File: src/rtl/fifo_rd_word_packer.sv
// fifo_rd_word_packer: packs FIFO bytes little-endian into words on a valid/ready port; optional idle auto-flush under PACK_TIMEOUT_EN
module fifo_rd_word_packer #(
    parameter int DATA_W         = 8,
    parameter int BYTES_PER_WORD = 4,
    parameter int TIMEOUT_CYCLES = 16
) (
    input  logic                                 rdClk,
    input  logic                                 rdRst,
    input  logic                                 fifoEmpty,
    input  logic [DATA_W-1:0]                    rdData,
    output logic                                 rdEn,
    input  logic                                 flush,
    output logic [DATA_W*BYTES_PER_WORD-1:0]     wordData,
    output logic [$clog2(BYTES_PER_WORD):0]      wordBytes,
    output logic                                 wordValid,
    input  logic                                 wordReady
);
    localparam int CW = $clog2(BYTES_PER_WORD) + 1;

    typedef enum logic {FILL, HOLD} state_t;

    state_t        state;
    logic [CW-1:0] byteCnt;
    logic          inFlight;
    logic          flushPend;
    logic          flushReq;
    logic          timeoutHit;

    // Pop only while filling, with room for the byte and no flush draining.
    assign rdEn = !rdRst && state == FILL && !fifoEmpty && !flushPend &&
                  ((byteCnt + CW'(inFlight)) < CW'(BYTES_PER_WORD));

    // A flush only matters when there is something to emit.
    assign flushReq = state == FILL && (flush || timeoutHit) && (|byteCnt || inFlight);

`ifdef PACK_TIMEOUT_EN
    localparam int IW = $clog2(TIMEOUT_CYCLES + 1);

    logic [IW-1:0] idleCnt;

    assign timeoutHit = idleCnt == IW'(TIMEOUT_CYCLES);

    // Counts idle cycles with a partial word parked and nothing arriving.
    always_ff @(posedge rdClk) begin
        if (rdRst || inFlight || (state == HOLD && wordReady))
            idleCnt <= '0;
        else if (state == FILL && |byteCnt && !rdEn)
            idleCnt <= idleCnt + IW'(1);
    end
`else
    assign timeoutHit = TIMEOUT_CYCLES < 0;
`endif

    // Lane capture, word completion, flush draining and output handshake.
    always_ff @(posedge rdClk) begin
        if (rdRst) begin
            state     <= FILL;
            byteCnt   <= '0;
            inFlight  <= 1'b0;
            flushPend <= 1'b0;
            wordValid <= 1'b0;
            wordData  <= '0;
            wordBytes <= '0;
        end else if (state == FILL) begin
            inFlight <= rdEn;
            if (inFlight) begin
                wordData[byteCnt*DATA_W +: DATA_W] <= rdData;
                byteCnt <= byteCnt + CW'(1);
            end
            if (inFlight && byteCnt == CW'(BYTES_PER_WORD - 1)) begin
                state     <= HOLD;
                wordValid <= 1'b1;
                wordBytes <= CW'(BYTES_PER_WORD);
            end else if (!inFlight && (flushPend || (flushReq && !rdEn))) begin
                state     <= HOLD;
                wordValid <= 1'b1;
                wordBytes <= byteCnt;
            end else if (flushReq) begin
                flushPend <= 1'b1;
            end
        end else if (wordReady) begin
            state     <= FILL;
            wordValid <= 1'b0;
            byteCnt   <= '0;
            wordData  <= '0;
            wordBytes <= '0;
            flushPend <= 1'b0;
        end
    end
endmodule

File: config.mk
export PLATFORM = sky130hd
export DESIGN_NAME = fifo_rd_word_packer
export DESIGN_NICKNAME = d
export VERILOG_FILES = /design/src/rtl/fifo_rd_word_packer.sv
export SDC_FILE = /design/constraint.sdc
export NUM_CORES = 1
export LEC_CHECK = 0
export ABC_CLOCK_PERIOD_IN_PS = 2700
export CORE_UTILIZATION = 35
export DETAILED_ROUTE_END_ITERATION = 8
export HOLD_SLACK_MARGIN = 0.05
export PLACE_DENSITY = 0.58
export SLEW_MARGIN = 30
export SYNTH_ARGS = -nofsm -noshare
export SYNTH_HDL_FRONTEND = slang
export SYNTH_SLANG_ARGS = --single-unit
export TNS_END_PERCENT = 100
File: constraint.sdc
create_clock -name rdClk -period 2.7 [get_ports rdClk]
set_input_delay 0.54 -clock rdClk [delete_from_list [all_inputs] [get_ports rdClk]]
set_output_delay 0.54 -clock rdClk [all_outputs]
set_load 0.02 [all_outputs]
==> reports/results.ini <==
[outcome]
outcome=finished, final reports clean

[final_layout]
nets=272
fin_area_mm2=0.00261
fin_cells=328
final_cell_mix=48 x clkdlybuf4s50_1, 42 x dfxtp_1, 23 x a21oi_1
final_util_pct=47.5
drive_gt1_share_pct=7.42
area_delta_synth_final_pct=31.1
final_common_cell=clkdlybuf4s50_1
antenna_cells=0
filler_cell_count=528

[synthesis]
ys_seq_area_share_pct=42.2
synth_top_area_share_pct=42.2
synth-seq-cells=42
yosysTopAreaCell=dfxtp_1
postSynthAreaPerCell_um2=9.40
synth.distinct_cells=33
ys.flop_type=dfxtp_1
syn-num-nets=229
synth_edf_count=0
synthesis.area_mm2=0.00199
synth_cells=212
yosys_warnings=0
synthArstFlopShare_pct=0
synthTopCellsByArea=dfxtp_1 42%, mux2i_1 10%, nand3b_1 7.5%, o211ai_1 6.4%, a21oi_1 5.8%

[grt]
grt_pass1_wl_um=8030
antenna_found_initial=0
grt_pass1_vias=1548
grt_overflow=0
grt_max_degree=53
grtUsageTotal_pct=17.2

[critical_path]
path_cells=clkdlybuf4s50_1 -> or4_1 -> nor2_1 -> dlygate4sd2_1
critPathMaxFanout=2
critPathKind=in2out
startpoint_type=primary input
critPathCaptureType=primary output
max_stage_delay_ns=0.52
crit_required_ns=2.16
cp_slowest_cell=or4_1
arrival_ns=1.92

[power_and_ir_drop]
p_leak_nw=0.919
cellPowerDensity_mw_per_mm2=527
total_power_mw=1.38
ir_drop_uv=250

[cts]
ctsHtreeMaxLevel=2
clock_sinks=42
numCtsBuffers=5
ctsHoldBuffers=0
cts_resized=1
clock_path_buffers=2
clkLatencyLatePin_ns=0.30
cts_root_buf=clkbuf_8
cts_tree=done
cts_setup_buffers=0
clkSlewWorstSetupHoldPaths_ns=0.08

[placed_design]
gp_congestion=0.770
dpl.hpwl_um=3260
dpl_cell_area_mm2=0.00253
numPortBuffers=49
dpl.cell_count=320

[route]
drt_iter0_markers=107
antenna_left=0
dr.pass1.iters=4
drc=0
viasPerCell=5.32
num_vias=1745
wl_per_cell_um=15.1
wl_um=4950

[floorplan]
dieArea_mm2=0.00600
dieHeight_um=77.5
boundaryPins=50
start_util_pct=36.2
core_mm2=0.00551
die_width_um=77.5
num_rows=27

[run]
drv_cap=0

[timing]
rsz0062_at_grt=false
finalSetupViolCount=0
period_minus_slack_ns=2.46
period_share_pct=91.2
skew_ns=0.00700
fmax_mhz=406
slew_violations=0
worst_slew_pin_slew_ns=0.617
hold_ws_ns=0.466
maxSlewHeadroom_pct=58.7
hold_viol_final=0

[min_path]
hold_path_class=reg2reg

per-layer routing:
layer	GRT usage [%]	vias up	routed length (um)
li1	-	865	-
met3	4.12	6	177
met1	23.2	833	2410
met2	26.3	41	2290
met4	6.98	0	80
met5	0	-	0
flip-flops by register name, summed over array words and instances, names as in the netlist:
register / cells
wordValid: 1
flushPend: 1
state: 1
wordData: 32
byteCnt: 3
wordBytes: 3
inFlight: 1
cell families after synthesis:
logic type / after synthesis / share of synthesized area [%]
simple gates: 76 / 24.8
compound gates: 46 / 14.6
flops: 42 / 42.2
buf+inv: 22 / 4.90
mux: 21 / 10.6
fa+ha+maj: 4 / 2.51
xor+xnor: 1 / 0.440
area by class of cell:
class                   instances  area [um2]  area share, %
multi-input cells             148        1050           40.4
flip-flops and latches         42         841           32.2
repair buffers                 54         527           20.2
well taps                      72        90.1           3.45
clock buffers                   6        72.6           2.78
inverters                       4        15.0          0.574
clock inverters                 2        13.8          0.527
final timing paths:
check                                   from           end  slack, ns  cells past startpoint
worst max register to register    byteCnt[0]   wordData[3]       0.53                      6
worst min register to register  wordBytes[2]  wordBytes[2]       0.47                      2
worst max-delay path                   rdRst          rdEn       0.24                      4
worst min-delay path            wordBytes[2]  wordBytes[2]       0.47                      2
where the power goes:
group	leakage, nW	switching (mW)	internal, mW
logic	0.534	0.165	0.129
registers	0.339	0.0243	0.645
clock network	0.0452	0.231	0.183
critical path: cells and delay by family:
family | cells | cell delay (ns)
buffers and inverters | 2 | 0.74
and+or+nand+nor | 2 | 0.64
per-stage QoR:
step           worst slack (ns)  setup TNS, ns
6_report                  0.239              0
5_1_grt                   0.170              0
4_1_cts                   0.239              0
3_5_place_dp            -0.0387        -0.0387
3_3_place_gp            -0.0317        -0.0317
2_1_floorplan             0.765              0
synth_stat cells, drive strengths merged (2+ instances only):
master / instances
nand2: 5
and3b: 2
a22oi: 2
nor2: 5
nand3: 20
nor4b: 2
inv: 4
or4: 2
a21oi: 23
clkbuf: 13
o211ai: 17
or3b: 2
nor3b: 2
mux2i: 20
nand3b: 20
dfxtp: 42
nand2b: 12
buf: 5
ha: 4
Note: power is estimated with default switching activity, not from simulation.
